`src/rtl/sound_pkg.sv`:
```
// ============================================================================
// sound_pkg : shared types and note tables for the sound sequencer
// Revision  : 1.0
// ============================================================================
`default_nettype none

package sound_pkg;

    typedef enum logic [1:0] {
        ST_IDLE = 2'd0,
        ST_NOTE = 2'd1,
        ST_GAP  = 2'd2
    } state_t;

    typedef enum logic {
        SEQ_EAT  = 1'b0,
        SEQ_OVER = 1'b1
    } seq_t;

    localparam int EAT_LEN  = 2;
    localparam int OVER_LEN = 4;
    localparam int MAX_PERIOD = 255;

    localparam logic [7:0] EAT_PER  [EAT_LEN]  = '{8'd190, 8'd127};
    localparam logic [7:0] OVER_PER [OVER_LEN] = '{8'd255, 8'd214, 8'd190, 8'd160};

    function automatic logic [7:0] note_period(input seq_t s, input logic [1:0] i);
        if (s == SEQ_OVER) begin
            return OVER_PER[i];
        end
        return EAT_PER[i[0]];
    endfunction

    function automatic logic [1:0] last_idx(input seq_t s);
        return (s == SEQ_OVER) ? 2'(OVER_LEN - 1) : 2'(EAT_LEN - 1);
    endfunction

endpackage

`default_nettype wire

```
`src/rtl/sound_sequencer_tone_gen.sv`:
```
// ============================================================================
// tone_gen : phase counter producing P cycles high then one cycle low
// Revision : 1.0
// ============================================================================
`default_nettype none

module tone_gen #(
    parameter int PER_W = 16
) (
    input  logic             clk,
    input  logic             rst,
    input  logic             en,
    input  logic             restart,
    input  logic [PER_W-1:0] period,
    output logic             gate
);

    logic [PER_W-1:0] phase;
    logic [PER_W-1:0] phase_nxt;

    always_comb begin
        phase_nxt = (phase == period) ? '0 : phase + PER_W'(1);
    end

    // gate is computed from the phase being loaded so it stays aligned with it
    always_ff @(posedge clk) begin
        if (rst || !en) begin
            phase <= '0;
            gate  <= 1'b0;
        end else if (restart) begin
            phase <= '0;
            gate  <= (period != '0);
        end else begin
            phase <= phase_nxt;
            gate  <= (phase_nxt != period);
        end
    end

endmodule

`default_nettype wire

```
`src/rtl/sound_sequencer.sv`:
```
// ============================================================================
// sound_sequencer : plays eat / game-over note sequences as a DAC gate
// Revision : 1.0   (optional SOUND_MUTE_EN adds the mute input)
// ============================================================================
`default_nettype none

module sound_sequencer
    import sound_pkg::*;
#(
    parameter int NOTE_CYC = 2_500_000,
    parameter int GAP_CYC  = 250_000,
    parameter int PER_W    = 16,
    parameter int DUR_W    = 24
) (
    input  logic       clk,
    input  logic       rst,
    input  logic       eat_evt,
    input  logic       over_evt,
`ifdef SOUND_MUTE_EN
    input  logic       mute,
`endif
    output logic       at_max,
    output logic       busy,
    output logic [1:0] note_idx
);

    localparam int DUR_MAX = (NOTE_CYC > GAP_CYC) ? NOTE_CYC : GAP_CYC;

    generate
        if (DUR_MAX >= (2 ** DUR_W)) begin : g_dur_chk
            $error("DUR_W too narrow for NOTE_CYC/GAP_CYC");
        end
        if (MAX_PERIOD >= (2 ** PER_W)) begin : g_per_chk
            $error("PER_W too narrow for note period table");
        end
    endgenerate

    state_t           state, state_nxt;
    seq_t             seq, seq_nxt;
    logic [1:0]       idx, idx_nxt;
    logic [DUR_W-1:0] dur, dur_nxt;
    logic             restart;
    logic             tone_en;
    logic             tone_gate;
    logic [PER_W-1:0] period;

    always_ff @(posedge clk) begin
        if (rst) begin
            state <= ST_IDLE;
            seq   <= SEQ_EAT;
            idx   <= 2'd0;
            dur   <= '0;
        end else begin
            state <= state_nxt;
            seq   <= seq_nxt;
            idx   <= idx_nxt;
            dur   <= dur_nxt;
        end
    end

    always_comb begin
        state_nxt = state;
        seq_nxt   = seq;
        idx_nxt   = idx;
        dur_nxt   = dur;
        restart   = 1'b0;
        if (over_evt) begin
            state_nxt = ST_NOTE;
            seq_nxt   = SEQ_OVER;
            idx_nxt   = 2'd0;
            dur_nxt   = '0;
            restart   = 1'b1;
        end else if (eat_evt && (state == ST_IDLE || seq == SEQ_EAT)) begin
            state_nxt = ST_NOTE;
            seq_nxt   = SEQ_EAT;
            idx_nxt   = 2'd0;
            dur_nxt   = '0;
            restart   = 1'b1;
        end else begin
            case (state)
                ST_NOTE: begin
                    if (dur == DUR_W'(NOTE_CYC - 1)) begin
                        dur_nxt = '0;
                        if (idx == last_idx(seq)) begin
                            state_nxt = ST_IDLE;
                            idx_nxt   = 2'd0;
                        end else begin
                            state_nxt = ST_GAP;
                        end
                    end else begin
                        dur_nxt = dur + DUR_W'(1);
                    end
                end
                ST_GAP: begin
                    if (dur == DUR_W'(GAP_CYC - 1)) begin
                        state_nxt = ST_NOTE;
                        idx_nxt   = idx + 2'd1;
                        dur_nxt   = '0;
                        restart   = 1'b1;
                    end else begin
                        dur_nxt = dur + DUR_W'(1);
                    end
                end
                default: begin
                    dur_nxt = '0;
                end
            endcase
        end
    end

    // Tone control looks at the next state so the gate rises on the same edge as busy
    always_comb begin
        tone_en  = (state_nxt == ST_NOTE);
        period   = PER_W'(note_period(seq_nxt, idx_nxt));
        busy     = (state != ST_IDLE);
        note_idx = idx;
    end

    tone_gen #(
        .PER_W (PER_W)
    ) u_tone (
        .clk     (clk),
        .rst     (rst),
        .en      (tone_en),
        .restart (restart),
        .period  (period),
        .gate    (tone_gate)
    );

`ifdef SOUND_MUTE_EN
    logic mute_q;

    always_ff @(posedge clk) begin
        if (rst) begin
            mute_q <= 1'b0;
        end else begin
            mute_q <= mute;
        end
    end

    assign at_max = tone_gate & ~mute_q;
`else
    assign at_max = tone_gate;
`endif

endmodule

`default_nettype wire

```
`config.mk`:
```
export PLATFORM = sky130hd
export DESIGN_NAME = sound_sequencer
export DESIGN_NICKNAME = d
export VERILOG_FILES = /design/src/rtl/sound_pkg.sv /design/src/rtl/sound_sequencer_tone_gen.sv /design/src/rtl/sound_sequencer.sv
export SDC_FILE = /design/constraint.sdc
export NUM_CORES = 1
export LEC_CHECK = 0
export CAP_MARGIN = 20
export CORE_UTILIZATION = 59
export CTS_CLUSTER_SIZE = 12
export DETAILED_ROUTE_END_ITERATION = 8
export PLACE_DENSITY = 0.82
export SLEW_MARGIN = 20
export SYNTH_ARGS = -nofsm -noshare
export SYNTH_HDL_FRONTEND = slang
export SYNTH_HIERARCHICAL = 1
export SYNTH_SLANG_ARGS = --single-unit
export TNS_END_PERCENT = 50
```
`constraint.sdc`:
```
create_clock -name clk -period 11.57 [get_ports clk]
set_clock_uncertainty 0.2 [all_clocks]
set_input_delay 1.7355 -clock clk [delete_from_list [all_inputs] [get_ports clk]]
set_output_delay 1.7355 -clock clk [all_outputs]
set_load 0.05 [all_outputs]
```
==> results of run 1 <==
## power by group
part	internal (mW)	switching, mW
Sequential	0.159	0.00104
Combinational	0.00812	0.0126
Clock	0.0437	0.0612
Total	0.211	0.0749
## worst max-delay path by stage
stage	start	endpoint	cells past startpoint
3_5_place_dp	eat_evt	u_tone/gate	12
5_1_grt	eat_evt	u_tone/gate	12
2_1_floorplan	over_evt	u_tone/gate	12
6_report	eat_evt	u_tone/gate	12
3_3_place_gp	eat_evt	u_tone/gate	12
4_1_cts	eat_evt	u_tone/gate	12
## cells by family after synthesis
family / Yosys count
xor+xnor: 58
buf+inv: 26
compound gates: 44
flops: 46
mux: 3
other cells: 1
simple gates: 175
fa+ha+maj: 5
## cells in the final DEF (no fill, tap or decap), drive strengths merged, types with 3 or more instances in the layout
cell and instances:
o32a 4, clkbuf 5, xor2 17, nand4 15
dfxtp 46, nand2 28, conb 30, nor2 57
clkdlybuf4s50 7, inv 15, nor4b 4, o31ai 4
ha 5, nor3 12, or3 4, o21ai 9
a21oi 10, xnor2 41, nand3 18, nand2b 3
or2 3, and4 4, and3 6, a21o 3
nor4 6
## routing by layer
layer / wire, µm / vias to the layer above / GRT usage / share of wire
li1: - / 1294 / - / -
met1: 3030 / 1114 / 0.356 / 0.51
met2: 2500 / 44 / 0.359 / 0.42
met3: 283 / 11 / 0.0539 / 0.048
met4: 87 / 0 / 0.0806 / 0.015
met5: 0 / - / 0 / 0
## through the flow
step / util / setup slack (ns) / instances / power [mW] / instance area (µm²)
3_5_place_dp: 0.659 / 5.88 / 449 / 0.184 / 3130
5_1_grt: 0.678 / 5.90 / 457 / 0.298 / 3230
4_1_cts: 0.678 / 6.19 / 457 / 0.288 / 3230
3_3_place_gp: 0.659 / 5.98 / 449 / 0.184 / 3130
2_1_floorplan: - / 6.78 / 387 / 0.179 / 3050
6_report: 0.678 / 6.13 / 457 / 0.286 / 3230
## worst reg2reg max path, delay by kind of cell (launching register included)
family | cells | cell delay (ns)
muxes | 1 | 0.26
and+or+nand+nor | 8 | 2.79
AOI/OAI and AO/OA | 3 | 0.51
xor gates and xnor gates | 1 | 0.24
adders and majority gates | 1 | 0.21
DFF | 1 | 0.39
## state kept, by name, summed over array words and instances, names as in the netlist
register and cells:
dur 24, u_tone/phase 16, note_idx 2, state 2, seq 1, u_tone/gate 1
## cell type report
class                      instances  area, µm²
multi-input combinational        315       2000
tap                               67       83.8
timing repair buffer               7       70.1
clock inverter                     3       25.0
inverter                          14       52.6
fill                             405       1530
sequential                        46        921
clock buffer                       5       68.8
## cells in the mapped netlist, drive strengths merged (4+ instances only)
library cell / number
clkbuf: 4
o21ai: 9
nor4b: 4
xor2: 17
dfxtp: 46
nor2: 57
and4: 4
or3: 4
nor3: 12
and3: 6
nand3: 18
nand4: 15
inv: 14
xnor2: 41
o31ai: 4
ha: 5
nand2: 28
o32a: 4
a21oi: 10
buf: 8
nor4: 6
==> out/metrics.cfg, run 1 <==
[power]
vdd.ir_drop.worst_mv=0.0610
power.leakage_nw=1.02
cell_area_power_density_nw_per_um2=88.6

[critical_path]
cpLargestDelayFamily=simple AND/OR/NAND/NOR gates
crit_path_max_fo=16
cp_data_arrival_time_ns=5.45
cp_slowest_cell=nor4_4
reg_to_reg_endpoint=u_tone/gate
crit-reg2reg-launch=dur[0]
reg2reg_slack_ns=6.87
crit_chain=clkdlybuf4s50_1, a21o_1, or3_1, or3b_1, xnor2_1, nand4_1, nor4_4, mux2i_1, and3_2, o21ai_1, nor4_1, a211oi_1
r2r_cells=14
cp_class=input pin to flip-flop
critPathRequiredTime_ns=11.57
crit_path_max_incr_delay_ns=0.73
cp-start-kind=input pin
timing.critical_path.to_type=flip-flop
path_buf_inv=1

[logic_synthesis]
yosys_register_bits=46
post-synth-top-area-fraction=0.313
yosys.area_share.xor_xnor=0.173
synth_seq_area_share=0.313
synth-edff-count=0
yosysTopAreaCell=dfxtp_1
syn_inst=358
adder_cell_share_of_the_synthesized_area=0.0213
async_reset_ff_frac=0
synth_flop_cell=dfxtp_1
multiplexer_share_of_the_synthesized_area=0.0106
synth_compound_gate_area_share=0.106
synth_area_leaders=dfxtp_1 (31%), xnor2_1 (12%), nor2_1 (7.1%), xor2_1 (5.1%), nand2_1 (3.6%)
synthesis.area_per_instance_um2=8.21
netlist-cell-type-count=67
syn_area_um2=2940
synthSimpleGateAreaFrac=0.332
synth_top_family_by_area=simple AND/OR/NAND/NOR gates
yosysWarningCount=6

[floorplan]
floorplan.core_area_um2=4750
num_rows=25
floorplan.die_area_um2=5270
die_height_um=72.6
initial_utilization=0.618
boundaryPins=8
floorplan.die.width_um=72.6

[clock_tree]
clk_pin_slew_ns=0.10
master_cell_of_the_clock_root_buffer=clkbuf_8
clock_tree.htree_level_count=2
cts.hold.buffers_added=0
post_cts.repair.setup_buffers=0
postCtsResizedCells=0
tritoncts=built
cts_inserted_buffers=5
cts.sinks=46
worst_skew_pair.late_latency_ns=0.31
maximum_number_of_buffers_from_clock_root_to_sink=2

[run_status]
run_status=finished, final reports clean

[sta]
timing_worst_slew_pin_value_ns=0.901
post-route-period-util=0.471
worst_slew_margin_rel=0.397
number_of_failing_setup_endpoints_in_the_final_timing_report=0
report.final.slew_viol_count=0
hold_viol_final=0
finalCriticalPeriod_ns=5.44
hold_ws_ns=0.276
clock.fmax_mhz=184
setup_total_neg_slack_ns=0
grt_setup_unrepaired=false

[routing]
drt_first_iter_violations=159
avgViaCountPerCell=5.39
routed_wirelength_um=5900
routed_wire_length_per_instance_um=12.9
drcViolationCount=0
dr_vias=2463
antenna_viol_nets_final=0
drt_first_pass_iters=4

[placement]
gp_congestion=0.886
placement.io_buffers=7
hpwlAfterDp_um=4430

[flow_run]
timing.max_cap.violations=0

[worst_hold_path]
min-delay-start=dur[0]
hold-path-cell-count=1
min_delay_worst_endpoint=dur[0]
hold_class=flip-flop to flip-flop

[global_route]
grt.overflow.total=0
antenna_found_initial=0
grt_first_pass_wirelength_um=9960
grt_max_degree=25
first_global_vias=2131
grt_use_total=0.245

[finish]
n_antenna_cell=0
final_net_count=398
syn_to_final_growth_pct=9.70
post_route_cells_drive_above_1_share=0.0667

Note: power is estimated with default switching activity, not from simulation.
==> inputs of run 2 (changes only) <==
==> constraint.sdc (replaced) <==
create_clock -name clk -period 5.5 [get_ports clk]
set_clock_uncertainty 0.2 [all_clocks]
set_input_delay 0.825 -clock clk [delete_from_list [all_inputs] [get_ports clk]]
set_output_delay 0.825 -clock clk [all_outputs]
set_load 0.05 [all_outputs]
==> out/metrics.cfg, run 2 (synthesized netlist as in run 1, its figures left out) <==
[run_status]
run_status=finished, final reports clean

[clock_tree]
clk_pin_slew_ns=0.10
postCtsResizedCells=0
maximum_number_of_buffers_from_clock_root_to_sink=2
worst_skew_pair.late_latency_ns=0.31
master_cell_of_the_clock_root_buffer=clkbuf_8
clock_tree.htree_level_count=2
cts_inserted_buffers=5
cts.hold.buffers_added=0
cts.sinks=46
post_cts.repair.setup_buffers=0
tritoncts=built

[routing]
drt_first_pass_iters=4
met1_wire_length_um=3080
top_signal_layer_used=met4
avgViaCountPerCell=5.52
routed_wirelength_um=6160
routed_wire_length_per_instance_um=13.4
drcViolationCount=0
drt_first_iter_violations=126
dr_vias=2526
met3WireLength_um=276
routed-wl-met2_um=2680
antenna_viol_nets_final=0

[finish]
mostFrequentLayoutCell=nor2_1
layoutNonFillerInstCount=458
num-fill-cells=412
top_library_cells_by_usage_in_the_layout_fill_and_taps_aside=nor2_1 (56), dfxtp_1 (46), xnor2_1 (41), conb_1 (30), nand2_1 (28)
registers.top_by_ff_count=dur
n_antenna_cell=0
syn_to_final_growth_pct=9.83
largest_register_ffs=24
final_net_count=399
post_route_cells_drive_above_1_share=0.0691
reg.largest.list=dur x24, u_tone/phase x16

[global_route]
grt_first_pass_wirelength_um=10300
grt_max_degree=25
grt_use_total=0.250
antenna_found_initial=0
first_global_vias=2265
grt.overflow.total=0

[critical_path]
critPathRequiredTime_ns=5.50
cp-start-kind=flip-flop
r2r_cells=15
reg2reg_slack_ns=1.02
crit_path_max_fo=16
cp_data_arrival_time_ns=4.47
reg_to_reg_endpoint=u_tone/gate
cp_class=flip-flop to flip-flop
timing.critical_path.to_type=flip-flop
crit-reg2reg-launch=state[1]

[worst_hold_path]
min_delay_worst_endpoint=dur[0]
hold-path-cell-count=1
min-delay-start=dur[0]
hold_class=flip-flop to flip-flop

[placement]
hpwlAfterDp_um=4670
post-place-cells=450
gp_congestion=0.884
placement.io_buffers=7

[sta]
timing_worst_slew_pin_value_ns=0.902
post-route-period-util=0.814
clock.fmax_mhz=223
number_of_failing_setup_endpoints_in_the_final_timing_report=0
grt_setup_unrepaired=false
setup_total_neg_slack_ns=0
finalCriticalPeriod_ns=4.48
hold_viol_final=0
worst_slew_margin_rel=0.397
report.final.slew_viol_count=0

[floorplan]
boundaryPins=8
floorplan.die.width_um=72.6
initial_utilization=0.618
die_height_um=72.6
floorplan.die_area_um2=5270
floorplan.core_area_um2=4750
num_rows=25

[power]
vdd.ir_drop.worst_mv=0.182
cell_area_power_density_nw_per_um2=185
power.leakage_nw=1.03

[flow_run]
timing.max_cap.violations=0

==> run 2: metal layers <==
layer	global-route usage	up-vias
met5	0	-
met4	0.0980	0
met3	0.0511	14
met2	0.383	72
met1	0.343	1143
li1	-	1297
==> run 2: power by group <==
| group | internal (mW) | total [mW] | switching [mW] | leakage (nW) |
|---|---|---|---|---|
| Combinational | 0.0171 | 0.0446 | 0.0275 | 0.611 |
| Clock | 0.0895 | 0.215 | 0.125 | 0.0441 |
| Sequential | 0.335 | 0.337 | 0.00230 | 0.371 |
==> run 2: worst max-delay path by stage <==
| stage | from | to | slack, ns | cells after the start |
|---|---|---|---|---|
| after floorplan | state[0] | u_tone/gate | 1.36 | 16 |
| after global placement | eat_evt | u_tone/gate | 1.07 | 13 |
| after detailed placement | eat_evt | u_tone/gate | 0.96 | 13 |
| after CTS | state[1] | u_tone/gate | 1.08 | 15 |
| after global routing | state[1] | u_tone/gate | 0.70 | 15 |
| final | state[1] | u_tone/gate | 1.02 | 15 |
==> run 2: cell type report <==
class                      instances  area (µm²)  area share
inverter                          14        52.6      0.0163
sequential                        46         921       0.285
clock buffer                       5        68.8      0.0213
multi-input combinational        315        2000       0.621
tap                               67        83.8      0.0260
timing repair buffer               8        77.6      0.0240
clock inverter                     3        21.3     0.00659
==> run 2: critical path: stages, from the launching register on <==
cell and delay [ns]:
dfxtp_1 0.41, inv_1 0.08, ha_1 0.44, nand4_1 0.15
or3_1 0.35, a221oi_2 0.36, or3b_1 0.59, xnor2_1 0.25
nand4_1 0.17, nor4_4 0.28, buf_4 0.24, mux2i_1 0.18
and3_2 0.18, o21ai_1 0.06, nor4_1 0.30, a211oi_1 0.11
==> run 2: through the flow <==
| step | hold WS, ns | cell area (µm²) | power (mW) | setup slack, ns | util |
|---|---|---|---|---|---|
| finish | 0.272 | 3230 | 0.597 | 1.02 | 0.679 |
| global placement | 0.244 | 3140 | 0.387 | 1.07 | 0.660 |
| CTS | 0.277 | 3230 | 0.598 | 1.08 | 0.679 |
| detailed placement | 0.255 | 3140 | 0.388 | 0.965 | 0.660 |
| global route | 0.295 | 3230 | 0.618 | 0.701 | 0.679 |
| floorplan | 0.230 | 3050 | 0.377 | 1.36 | - |
==> inputs of run 3 (changes only) <==
==> constraint.sdc (replaced) <==
create_clock -name clk -period 4.5 [get_ports clk]
set_clock_uncertainty 0.2 [all_clocks]
set_input_delay 0.675 -clock clk [delete_from_list [all_inputs] [get_ports clk]]
set_output_delay 0.675 -clock clk [all_outputs]
set_load 0.05 [all_outputs]
==> out/metrics.cfg, run 3 (synthesized netlist as in run 1, its figures left out) <==
[run_status]
run_status=finished, final reports clean

[clock_tree]
cts_inserted_buffers=5
clock_tree.htree_level_count=2
clk_pin_slew_ns=0.11
cts.hold.buffers_added=0
tritoncts=built
master_cell_of_the_clock_root_buffer=clkbuf_8
cts.sinks=46
worst_skew_pair.late_latency_ns=0.31
maximum_number_of_buffers_from_clock_root_to_sink=2

[critical_path]
cpLargestDelayFamily=simple AND/OR/NAND/NOR gates
crit_path_max_incr_delay_ns=0.46
r2r_cells=15
crit_path_max_fo=9
reg_to_reg_endpoint=u_tone/gate
cp-start-kind=flip-flop
critical_path.most_common_cell=nand4_1
reg2reg_slack_ns=0.23
cp_data_arrival_time_ns=4.26
timing.critical_path.to_type=flip-flop
path_buf_inv=2
crit-reg2reg-launch=state[1]
cp_class=flip-flop to flip-flop
cp_slowest_cell=or3b_4
crit_chain=inv_1, ha_2, nand4_1, or3_1, a221oi_4, or3b_4, xnor2_1, nand4_1, nor4_4, buf_4, a21oi_1, o31ai_1, o21ai_1, nor4_1, a211oi_1
critPathRequiredTime_ns=4.49

[routing]
routed_wirelength_um=6510
avgViaCountPerCell=5.69
drt_first_pass_iters=5
dr_vias=2648
drt_first_iter_violations=148
drcViolationCount=0
antenna_viol_nets_final=0
routed_wire_length_per_instance_um=14.0

[power]
power.leakage_nw=1.08
vdd.ir_drop.worst_mv=0.219
switching_share=0.267
power.share.clock=0.372
internal_power_uw=548
power.switching_uw=200
sequentialPowerShare=0.551
power_frac_comb=0.077
cell_area_power_density_nw_per_um2=226

[global_route]
first_global_vias=2341
antenna_found_initial=0
grt_first_pass_wirelength_um=10600
grt_use_total=0.260
grt.overflow.total=0
grt_max_degree=25

[finish]
layoutNonFillerInstCount=465
num-fill-cells=379
post_route_cells_drive_above_1_share=0.0955
mostFrequentLayoutCell=nor2_1
n_antenna_cell=0
top_library_cells_by_usage_in_the_layout_fill_and_taps_aside=nor2_1 (56), dfxtp_1 (46), xnor2_1 (41), conb_1 (30), nand2_1 (28)
reg.largest.list=dur x24, u_tone/phase x16
finish.utilization=0.697
syn_to_final_growth_pct=12.6
registers.top_by_ff_count=dur
final_net_count=406
largest_register_ffs=24

[sta]
number_of_failing_setup_endpoints_in_the_final_timing_report=0
final.setup.worst_slack_ns=0.229
worst_slew_margin_rel=0.414
clock.fmax_mhz=234
post-route-period-util=0.949
finalCriticalPeriod_ns=4.27
hold_viol_final=0
report.final.slew_viol_count=0
timing_worst_slew_pin_value_ns=0.877

[flow_run]
timing.max_cap.violations=0

[floorplan]
boundaryPins=8
floorplan.die.width_um=72.6
floorplan.core_area_um2=4750
die_height_um=72.6
floorplan.die_area_um2=5270
initial_utilization=0.618
num_rows=25

[placement]
post-place-cells=454
hpwlAfterDp_um=4750
gp_congestion=0.917
dpl_worst_slack_ns=0.152
placement.io_buffers=7

[worst_hold_path]
min_delay_worst_endpoint=dur[0]
hold_class=flip-flop to flip-flop
hold-path-cell-count=1
min-delay-start=dur[0]

## run 3: cell types whose count changed in the layout (fill, tap and decap cells not counted), sizes merged
cell,delta
clkinvlp,-1
clkinv,-1
inv,+2
buf,+7
## run 3: worst max-delay path by stage
stage	endpoint	cells after the start	slack [ns]	start
after floorplan	u_tone/gate	16	0.36	state[0]
after global placement	u_tone/gate	13	0.32	eat_evt
after detailed placement	u_tone/gate	13	0.15	over_evt
after CTS	u_tone/gate	15	0.18	dur[0]
after global routing	u_tone/gate	15	-0.02	state[1]
final	u_tone/gate	15	0.23	state[1]
## run 3: layout make-up
cell class / count / area, µm² / area share
Multi-Input combinational cell: 315 / 2030 / 0.612
Sequential cell: 46 / 921 / 0.278
Timing Repair Buffer: 15 / 130 / 0.0393
Tap cell: 67 / 83.8 / 0.0253
Clock buffer: 5 / 68.8 / 0.0208
Inverter: 14 / 52.6 / 0.0159
Clock inverter: 3 / 28.8 / 0.00869
## run 3: timing repair
action | 4_1_cts | 5_1_grt
setup endpoints to repair | 0 | 10
buffers inserted | 0 | 3
resized for setup | 0 | 5
## run 3: routing by layer
metal | track usage | part of all wire
met5 | 0 | 0
met4 | 0.0959 | 0.019
met3 | 0.0428 | 0.063
met2 | 0.409 | 0.45
met1 | 0.358 | 0.47
## run 3: metrics by stage
stage,power (mW),hold slack [ns],setup TNS [ns],cell area (µm²)
after floorplan,0.461,0.230,0,3050
after global placement,0.474,0.245,0,3170
after detailed placement,0.475,0.270,0,3170
after CTS,0.750,0.294,0,3270
after global routing,0.781,0.335,-0.0184,3310
final,0.748,0.290,0,3310
## run 3: power groups by stage
| stage | combinational (mW) | clock [mW] | sequential (mW) |
|---|---|---|---|
| CTS | 0.0541 | 0.284 | 0.412 |
| floorplan | 0.0373 | 0 | 0.423 |
| global placement | 0.0526 | 0 | 0.422 |
| detailed placement | 0.0535 | 0 | 0.422 |
| finish | 0.0572 | 0.279 | 0.412 |
| global route | 0.0632 | 0.304 | 0.413 |
